<file path="config.mk">
export PLATFORM = sky130hd
export DESIGN_NAME = solver_scheduler
export DESIGN_NICKNAME = d
export VERILOG_FILES = /design/src/rtl/solver_pkg.sv /design/src/rtl/rr_arbiter.sv /design/src/rtl/solver_scheduler.sv
export SDC_FILE = /design/constraint.sdc
export NUM_CORES = 1
export LEC_CHECK = 0
export CAP_MARGIN = 20
export CORE_MARGIN = 10
export CORE_UTILIZATION = 40
export CTS_CLUSTER_DIAMETER = 200
export DETAILED_ROUTE_END_ITERATION = 10
export DONT_BUFFER_PORTS = 1
export GPL_ROUTABILITY_DRIVEN = 0
export PLACE_DENSITY_LB_ADDON = 0.08
export REMOVE_ABC_BUFFERS = 1
export SLEW_MARGIN = 10
export SYNTH_ARGS = -nofsm -noshare
export SYNTH_HDL_FRONTEND = slang
export SYNTH_HIERARCHICAL = 1
export SYNTH_SLANG_ARGS = --single-unit
</file>
<file path="constraint.sdc">
create_clock -name clock -period 9.6 [get_ports clock]
set_input_delay 1.92 -clock clock [delete_from_list [all_inputs] [get_ports clock]]
set_output_delay 1.92 -clock clock [all_outputs]
set_load 0.02 [all_outputs]
</file>
<file path="src/rtl/solver_pkg.sv">
// Shared encodings and constants for the Mandelbrot solver scheduler.
package solver_pkg;

  localparam int unsigned ITERATION_WIDTH    = 16;
  localparam int unsigned START_BLANK_CYCLES = 2;
  localparam int unsigned BLANK_CNT_BITS     = 2;

  typedef enum logic [1:0] {
    CoreFree,
    CoreLoading,
    CoreRunning,
    CoreDone
  } core_state_e;

  typedef enum logic [1:0] {
    LdIdle,
    LdLoad,
    LdCfg,
    LdStart
  } loader_state_e;

endpackage

</file>
<file path="src/rtl/rr_arbiter.sv">
// Combinational round-robin pick: first requester at or after the pointer, wrapping.
module rr_arbiter #(
  parameter int unsigned NUM_REQ  = 4,
  parameter int unsigned SEL_BITS = 2
) (
  input  logic [NUM_REQ-1:0]  i_req,
  input  logic [SEL_BITS-1:0] i_ptr,
  output logic [NUM_REQ-1:0]  o_gnt,
  output logic [SEL_BITS-1:0] o_idx,
  output logic                o_any
);

  logic [SEL_BITS-1:0] w_cand;

  // NUM_REQ == 2**SEL_BITS, so the candidate index wraps for free.
  always_comb begin
    o_gnt  = '0;
    o_idx  = '0;
    o_any  = 1'b0;
    w_cand = '0;
    for (int unsigned i = 0; i < NUM_REQ; i++) begin
      w_cand = i_ptr + SEL_BITS'(i);
      if (!o_any && i_req[w_cand]) begin
        o_any         = 1'b1;
        o_idx         = w_cand;
        o_gnt[w_cand] = 1'b1;
      end
    end
  end

endmodule

</file>
<file path="src/rtl/solver_scheduler.sv">
// Dispatches limb-serial Mandelbrot jobs to a pool of solver cores and returns tagged
// iteration counts through a valid/ready result port.
module solver_scheduler
  import solver_pkg::*;
#(
  parameter int unsigned NUM_SOLVERS     = 4,
  parameter int unsigned SOLVER_SEL_BITS = 2,
  parameter int unsigned LIMB_INDEX_BITS = 6,
  parameter int unsigned LIMB_SIZE_BITS  = 27,
  parameter int unsigned TAG_BITS        = 16,
  parameter int unsigned ITER_LIM_RESET  = 256
) (
  input  logic                                   clock,
  input  logic                                   reset,
  input  logic                                   cfg_iter_lim_en,
  input  logic [ITERATION_WIDTH-1:0]             cfg_iter_lim,
  input  logic                                   job_valid,
  output logic                                   job_ready,
  input  logic [LIMB_SIZE_BITS-1:0]              job_re,
  input  logic [LIMB_SIZE_BITS-1:0]              job_im,
  input  logic [TAG_BITS-1:0]                    job_tag,
  input  logic                                   job_last,
  output logic                                   res_valid,
  input  logic                                   res_ready,
  output logic [ITERATION_WIDTH-1:0]             res_iterations,
  output logic [TAG_BITS-1:0]                    res_tag,
  output logic [SOLVER_SEL_BITS-1:0]             res_solver,
  output logic                                   err_overflow,
  output logic                                   all_idle,
  output logic [NUM_SOLVERS-1:0]                 sol_wr_real_en,
  output logic [NUM_SOLVERS-1:0]                 sol_wr_imag_en,
  output logic [LIMB_INDEX_BITS-1:0]             sol_wr_index,
  output logic [LIMB_SIZE_BITS-1:0]              sol_real_data,
  output logic [LIMB_SIZE_BITS-1:0]              sol_imag_data,
  output logic [NUM_SOLVERS-1:0]                 sol_wr_num_limbs_en,
  output logic [LIMB_INDEX_BITS-1:0]             sol_num_limbs_data,
  output logic [NUM_SOLVERS-1:0]                 sol_wr_iter_lim_en,
  output logic [ITERATION_WIDTH-1:0]             sol_iter_lim_data,
  output logic [NUM_SOLVERS-1:0]                 sol_start,
  input  logic [NUM_SOLVERS-1:0]                 sol_out_ready,
  input  logic [ITERATION_WIDTH*NUM_SOLVERS-1:0] sol_iterations
);

  localparam logic [LIMB_INDEX_BITS-1:0] MAX_LIMBS = '1;

  loader_state_e                r_ld_state;
  logic [SOLVER_SEL_BITS-1:0]   r_ld_core;
  logic [SOLVER_SEL_BITS-1:0]   r_load_ptr;
  logic [LIMB_INDEX_BITS-1:0]   r_beat;
  logic                         r_err_overflow;
  logic [ITERATION_WIDTH-1:0]   r_iter_lim;
  logic                         r_all_idle;

  core_state_e                  r_core_state [NUM_SOLVERS];
  logic [BLANK_CNT_BITS-1:0]    r_blank      [NUM_SOLVERS];
  logic [ITERATION_WIDTH-1:0]   r_core_iter  [NUM_SOLVERS];
  logic [TAG_BITS-1:0]          r_core_tag   [NUM_SOLVERS];

  logic                         r_res_valid;
  logic [NUM_SOLVERS-1:0]       r_res_sel;
  logic [SOLVER_SEL_BITS-1:0]   r_res_solver;
  logic [SOLVER_SEL_BITS-1:0]   r_res_ptr;
  logic [ITERATION_WIDTH-1:0]   r_res_iterations;
  logic [TAG_BITS-1:0]          r_res_tag;

  logic [NUM_SOLVERS-1:0]       w_free_req, w_done_req, w_free_gnt, w_done_gnt, w_ld_sel;
  logic [SOLVER_SEL_BITS-1:0]   w_free_idx, w_done_idx;
  logic                         w_free_any, w_done_any;
  logic                         w_dispatch, w_beat_acc, w_beat_write, w_res_hs;

  always_comb begin
    w_free_req = '0;
    w_done_req = '0;
    w_ld_sel   = '0;
    for (int unsigned k = 0; k < NUM_SOLVERS; k++) begin
      w_free_req[k] = (r_core_state[k] == CoreFree);
      w_done_req[k] = (r_core_state[k] == CoreDone);
    end
    w_ld_sel[r_ld_core] = 1'b1;
  end

  assign w_dispatch   = (r_ld_state == LdIdle) && w_free_any;
  assign w_beat_acc   = (r_ld_state == LdLoad) && job_valid;
  assign w_beat_write = w_beat_acc && (r_beat != MAX_LIMBS);
  assign w_res_hs     = r_res_valid && res_ready;

  rr_arbiter #(
    .NUM_REQ  (NUM_SOLVERS),
    .SEL_BITS (SOLVER_SEL_BITS)
  ) u_free_arb (
    .i_req (w_free_req),
    .i_ptr (r_load_ptr),
    .o_gnt (w_free_gnt),
    .o_idx (w_free_idx),
    .o_any (w_free_any)
  );

  rr_arbiter #(
    .NUM_REQ  (NUM_SOLVERS),
    .SEL_BITS (SOLVER_SEL_BITS)
  ) u_done_arb (
    .i_req (w_done_req),
    .i_ptr (r_res_ptr),
    .o_gnt (w_done_gnt),
    .o_idx (w_done_idx),
    .o_any (w_done_any)
  );

  // Loader FSM; the beat counter saturates at MAX_LIMBS and doubles as num_limbs.
  always_ff @(posedge clock or negedge reset) begin
    if (!reset) begin
      r_ld_state     <= LdIdle;
      r_ld_core      <= '0;
      r_load_ptr     <= '0;
      r_beat         <= '0;
      r_err_overflow <= 1'b0;
    end else begin
      unique case (r_ld_state)
        LdIdle: begin
          if (w_free_any) begin
            r_ld_core  <= w_free_idx;
            r_beat     <= '0;
            r_ld_state <= LdLoad;
          end
        end
        LdLoad: begin
          if (job_valid) begin
            if (r_beat != MAX_LIMBS) r_beat <= r_beat + 1'b1;
            else                     r_err_overflow <= 1'b1;
            if (job_last) r_ld_state <= LdCfg;
          end
        end
        LdCfg: r_ld_state <= LdStart;
        LdStart: begin
          r_load_ptr <= r_ld_core + 1'b1;
          r_ld_state <= LdIdle;
        end
        default: r_ld_state <= LdIdle;
      endcase
    end
  end

  always_ff @(posedge clock or negedge reset) begin
    if (!reset) begin
      r_iter_lim <= ITERATION_WIDTH'(ITER_LIM_RESET);
      r_all_idle <= 1'b0;
    end else begin
      if (cfg_iter_lim_en) r_iter_lim <= cfg_iter_lim;
      r_all_idle <= (r_ld_state == LdIdle) && (&w_free_req);
    end
  end

  // Per-core lifecycle; the blank counter masks a stale done flag right after start.
  always_ff @(posedge clock or negedge reset) begin
    if (!reset) begin
      for (int unsigned k = 0; k < NUM_SOLVERS; k++) begin
        r_core_state[k] <= CoreFree;
        r_blank[k]      <= '0;
        r_core_iter[k]  <= '0;
        r_core_tag[k]   <= '0;
      end
    end else begin
      for (int unsigned k = 0; k < NUM_SOLVERS; k++) begin
        unique case (r_core_state[k])
          CoreFree: begin
            if (w_dispatch && w_free_gnt[k]) r_core_state[k] <= CoreLoading;
          end
          CoreLoading: begin
            if (w_beat_acc && (r_beat == '0) && w_ld_sel[k]) r_core_tag[k] <= job_tag;
            if ((r_ld_state == LdStart) && w_ld_sel[k]) begin
              r_core_state[k] <= CoreRunning;
              r_blank[k]      <= BLANK_CNT_BITS'(START_BLANK_CYCLES);
            end
          end
          CoreRunning: begin
            if (r_blank[k] != '0) begin
              r_blank[k] <= r_blank[k] - 1'b1;
            end else if (sol_out_ready[k]) begin
              r_core_state[k] <= CoreDone;
              r_core_iter[k]  <= sol_iterations[k*ITERATION_WIDTH +: ITERATION_WIDTH];
            end
          end
          CoreDone: begin
            if (w_res_hs && r_res_sel[k]) r_core_state[k] <= CoreFree;
          end
          default: r_core_state[k] <= CoreFree;
        endcase
      end
    end
  end

  // Result register only reloads while empty, giving a bubble after every handshake.
  always_ff @(posedge clock or negedge reset) begin
    if (!reset) begin
      r_res_valid      <= 1'b0;
      r_res_sel        <= '0;
      r_res_solver     <= '0;
      r_res_ptr        <= '0;
      r_res_iterations <= '0;
      r_res_tag        <= '0;
    end else if (r_res_valid) begin
      if (res_ready) begin
        r_res_valid <= 1'b0;
        r_res_ptr   <= r_res_solver + 1'b1;
      end
    end else if (w_done_any) begin
      r_res_valid      <= 1'b1;
      r_res_sel        <= w_done_gnt;
      r_res_solver     <= w_done_idx;
      r_res_iterations <= r_core_iter[w_done_idx];
      r_res_tag        <= r_core_tag[w_done_idx];
    end
  end

  assign job_ready           = (r_ld_state == LdLoad);
  assign sol_wr_real_en      = w_beat_write ? w_ld_sel : '0;
  assign sol_wr_imag_en      = w_beat_write ? w_ld_sel : '0;
  assign sol_wr_index        = job_ready ? r_beat : '0;
  assign sol_real_data       = job_ready ? job_re : '0;
  assign sol_imag_data       = job_ready ? job_im : '0;
  assign sol_wr_num_limbs_en = (r_ld_state == LdCfg) ? w_ld_sel : '0;
  assign sol_num_limbs_data  = (r_ld_state == LdCfg) ? r_beat : '0;
  assign sol_wr_iter_lim_en  = (r_ld_state == LdCfg) ? w_ld_sel : '0;
  assign sol_iter_lim_data   = (r_ld_state == LdCfg) ? r_iter_lim : '0;
  assign sol_start           = (r_ld_state == LdStart) ? w_ld_sel : '0;

  assign res_valid      = r_res_valid;
  assign res_iterations = r_res_iterations;
  assign res_tag        = r_res_tag;
  assign res_solver     = r_res_solver;
  assign err_overflow   = r_err_overflow;
  assign all_idle       = r_all_idle;

endmodule

</file>
* Word level (Yosys, flattened, before mapping)
Cells that the tools add are included.
** Word-level totals
- Flip-flop bits (word level) :: 215
- Output and inout bits :: 140
- Word-level logic and storage cells :: 314
** Cells by class
- $add $sub $neg :: 13
- Order comparisons :: 19
- Equality and inequality tests :: 44
- Multiplexer cells :: 115
- Bitwise gates (word level) :: 13
- Reductions and logical operators :: 81
** Operators with widths (number)
- two-way mux 16 bit :: 5
- two-way mux 2 bit :: 35
- binary-select mux 16 bit (select 2 bit) :: 2
- two-way mux 27 bit :: 2
- inequality test 2 bit (second input constant) :: 26
- two-way mux 4 bit :: 11
- case mux 2 bit (4 select lines) :: 5
- logical AND 1 bit :: 37
- two-way mux 6 bit :: 5
- AND reduction 3 bit :: 10
- two-way mux 1 bit :: 28
- < comparator 2 x 3 -> 1 bit (second input constant) :: 9
- OR 4 bit :: 6
- equality test 2 bit (second input constant) :: 10
- AND reduction 5 bit :: 4
- demux 1 bit (select 2 bit) :: 9
- >= comparator 2 x 1 -> 1 bit (second input constant) :: 9
- nonzero test 2 bit :: 9
- binary-select mux 1 bit (select 2 bit) :: 8
- case mux 2 bit (2 select lines) :: 4
- AND reduction 2 bit :: 7
- case mux 6 bit (2 select lines) :: 1
- equality test 2 x 1 -> 1 bit (second input constant) :: 5
- zero test 2 bit :: 5
- 12 further kinds :: 33

* Depth between registers and ports, before layout
- Depth in word-level cells :: 17
- Mapped depth :: 12
- Mapped depth without buffers :: 10

* Hierarchy
The synthesis kept the hierarchy.
** By module, submodules not included
- solver_scheduler :: instances 1, cells an instance 773, area an instance 10631.4 µm²
- rr_arbiter at u_free_arb :: instances 1, cells an instance 45, area an instance 422.9 µm²
- rr_arbiter at u_done_arb :: instances 1, cells an instance 45, area an instance 421.7 µm²

* Least setup slack after synthesis
No wires, ideal clock.
- Kind :: input -> output
- From :: input port job_valid
- To :: output port sol_wr_real_en[0]
- Arrival time :: 2615 ps
- Setup slack :: 5065 ps
- Cell stages on the path :: 4
- Buffers on the path :: 2
- Cell sequence :: and2_1 > buf_6 > and3_1 > buf_4
** On the way
- Cells in the longest elaborated chain, start to end :: 3
** RTL lines
- start: declaration :: RTL line solver_scheduler.sv:17 : input logic job_valid,
- logical AND 1 bit :: RTL line solver_scheduler.sv:83 : assign w_beat_acc = (r_ld_state == LdLoad) && job_valid;
- logical AND 1 bit :: RTL line solver_scheduler.sv:84 : assign w_beat_write = w_beat_acc && (r_beat != MAX_LIMBS);
- two-way mux 4 bit
- end: declaration :: RTL line solver_scheduler.sv:30 : output logic [NUM_SOLVERS-1:0] sol_wr_real_en,
No other way between the ends.

* Worst setup path in the final report
- From :: register r_ld_state[1]
- To :: output port sol_wr_real_en[3]
** On the way
- Cells in the longest elaborated chain, start to end :: 4
** RTL lines
- start: declaration :: RTL line solver_scheduler.sv:46 : loader_state_e r_ld_state;
- start signal: assignment :: RTL line solver_scheduler.sv:112 : r_ld_state <= LdIdle;
- start signal: assignment :: RTL line solver_scheduler.sv:123 : r_ld_state <= LdLoad;
- start signal: assignment :: RTL line solver_scheduler.sv:130 : if (job_last) r_ld_state <= LdCfg;
- equality test 2 x 1 -> 1 bit
- net job_ready :: RTL line solver_scheduler.sv:18 : output logic job_ready,
- logical AND 1 bit :: RTL line solver_scheduler.sv:83
- logical AND 1 bit :: RTL line solver_scheduler.sv:84
- two-way mux 4 bit :: RTL line solver_scheduler.sv:216 : assign sol_wr_real_en = w_beat_write ? w_ld_sel : '0;
The timed path passes the listed nets, and every way through them passes these cells.

==> flow_metrics.tcl <==
set metrics [dict create \
    outcome "complete, no violations" \
    slew_headroom_pct 28.8 \
    cts_sinks 215 \
    worst_pin_slew_ns 1.06 \
    pin_count 300 \
    startpoint_type "flop" \
    cts_tree "yes" \
    critPathRequiredTime_ns 7.68 \
    max_cap_viol_count 0 \
    skew_ns 0.0113 \
    cts_setup_buffers 0 \
    synth.avg_cell_area_um2 13.3 \
    drt-pass1-iter-count 4 \
    synth_edf_count 0 \
    antenna_found_initial 9 \
    p_per_area_nw_per_um2 397 \
    nFillCells 2555 \
    finalHoldViolations 0 \
    crit_fanout 70 \
    regArea_um2 5380 \
    grt_pass1_wl_mm 45.7 \
    yosysTopAreaCell "dfrtp_1" \
    yosysWarnings 6 \
    period_share_pct 48.9 \
    die_y_um 189 \
    insertion_delay_ns 0.51 \
    ys.flop_type "dfrtp_1" \
    drtIter0Drc 393 \
    ctsLongestPathBuffers 3 \
    met1_usage_pct 18.9 \
    p_leak_nw 5.66 \
    syn-instance-count 863 \
    p_comb_share_pct 48.9 \
    fin_crit_ns 4.69 \
    utilization_pct 44.6 \
    place_area_um2 11600 \
    p_switching_w 0.00191 \
    first_global_vias 7415 \
    worst_hold_path_type "flop to flop" \
    root_buffer "clkbuf_16" \
    yosys.cell_types.count 50 \
    cp_cell_sequence "inv_1, ha_2, and2_1, and3_1" \
    cpPeakStageDelay_ns 0.85 \
    die_w_um 189 \
    vias 6784 \
    post_synth_main_area_contributors "dfrtp_1 (47%), mux2_2 (15%), mux4_2 (6.9%)" \
    finalMaxSlewViolations 0 \
    sw_frac_of_total_pct 38.5 \
    postCtsHoldBufs 0 \
    port_buffers 0 \
    syn-cell-area_um2 11500 \
    rows 61 \
    finalSetupViolations 0 \
    grt_max_degree 216 \
    wl_mm 29.5 \
    cts_made_buffers 25 \
    die_area_um2 35900 \
    fin_nets 1046 \
    ys_top_cells_by_count "dfrtp_1 (214), mux2_2 (154), and2_1 (90)" \
    cpMaxStageDelayCell "ha_2" \
    cp.arrival_ns 2.77 \
    avgRoutedWirePerCell_um 23.7 \
    cp-end-kind "output pin" \
    rsz0062_at_grt "false" \
    gr-usage-met2_pct 27.3 \
    grt_overflow 0 \
    drive_gt1_share_pct 34.3 \
    initial_core_util_pct 41.0 \
    finalPower_w 0.00497 \
    grt.total_usage_pct 16.0 \
    tns_ns 0 \
    synth.most_common_cell "dfrtp_1" \
    cts_resized 0 \
    path_class "flop to output pin" \
    place_hpwl_mm 20.9 \
    drc 0 \
    ant_nets 0 \
    area_delta_synth_final_pct 8.97 \
    cts_htree_levels 1 \
    avgViaCountPerCell 5.46 \
    ys_seq_area_share_pct 46.9 \
    fmax_ghz 0.213 \
    grtUsageMet3_pct 5.83 \
    core_area_um2 28000 \
    grt.busiest_layer "met2" \
    ir_drop_mv 0.184 \
    pwr-share-clk_pct 19.3 \
    ys_async_sr_fraction_pct 100 \
    multiInputGateArea_um2 5610 \
    yosys_register_bits 215 \
    synth_top_cell_area_share_pct 46.7 \
    path_clk_slew_ns 0.06 \
    seqPwrFrac_pct 31.7 \
    p_int_w 0.00306 \
    fin_area_um2 12500 \
]
cell usage in the layout (no fill, tap or decap), drive strengths merged, types with 16 or more instances in the layout:
cell type	count
mux2	194
nand2	25
a22oi	24
nor2	21
clkbuf	32
and2	90
nand3	16
inv	35
ha	44
dfrtp	214
mux4	40
o21ai	16
kinds of logic (layout without fill, tap and decap cells):
family          count (synthesis)  count (layout)  synth area share (%)
xor+xnor                        1               1                0.0763
compound gates                 83              83                  5.08
fa+ha+maj                      44              44                  4.80
simple gates                  187             187                  9.54
buf+inv                        90              87                  4.47
flops                         215             215                  46.9
mux                           243             243                  29.1
other cells                     0               5                     0
final timing paths:
check | start | to | slack [ns] | depth (start not counted)
setup / recovery | r_ld_state[1] | sol_wr_real_en[3] | 4.91 | 4
hold / removal | r_iter_lim[0] | r_iter_lim[0] | 0.50 | 1
setup reg to reg | r_res_ptr[0] | res_iterations[0] | 5.81 | 9
hold reg to reg | r_iter_lim[0] | r_iter_lim[0] | 0.50 | 1
max in group asynchronous | reset | r_core_state[5] | 8.08 | 0
min in group asynchronous | reset | r_iter_lim[4] | 1.11 | 0
through the flow:
step | hold WS [ns] | worst slack (ns) | std cells
2_1_floorplan | 0.473 | 2.84 | 808
3_3_place_gp | 0.481 | 5.05 | 1192
3_5_place_dp | 0.488 | 5.03 | 1192
4_1_cts | 0.502 | 4.86 | 1237
5_1_grt | 0.511 | 4.68 | 1242
6_report | 0.498 | 4.91 | 1243
worst max-delay path: cells and delay by family, from the launching register on:
family	cells	cell delay (ns)
flip-flops	1	0.41
AND/OR/NAND/NOR	2	0.87
buffers and inverters	1	0.11
adder cells (fa/ha/maj)	1	0.85
power by group through the flow:
stage                     Sequential [W]  Clock, W  Combinational, W
after floorplan                  0.00150         0           0.00198
after global placement           0.00156         0           0.00236
after detailed placement         0.00160         0           0.00244
after CTS                        0.00158  0.000993           0.00245
after global routing             0.00163   0.00103           0.00266
final                            0.00158  0.000960           0.00243
sequential cells by signal, indices dropped and copies added, names as in the netlist:
signal,cells
res_tag,16
r_ld_core,2
r_core_tag,64
res_valid,1
all_idle,1
r_res_sel,4
r_core_iter,64
err_overflow,1
r_blank,8
r_load_ptr,2
res_iterations,16
r_res_ptr,2
r_iter_lim,16
res_solver,2
r_beat,6
r_ld_state,2
r_core_state,8
metal layers:
metal  wire length [um]  vias up
met5                 44        -
met4                534        8
met3               2230       40
met2              14700      166
met1              12000     3510
li1                   -     3060
area by class of cell:
type	count	share of cell area (%)
multi-input cells	558	44.8
clock inverters	13	1.19
diodes	5	0.100
clock buffers	32	5.53
repair buffers	7	0.480
inverters	35	1.05
flip-flops and latches	215	43.0
well taps	378	3.78
Note: power is estimated with default switching activity, not from simulation.
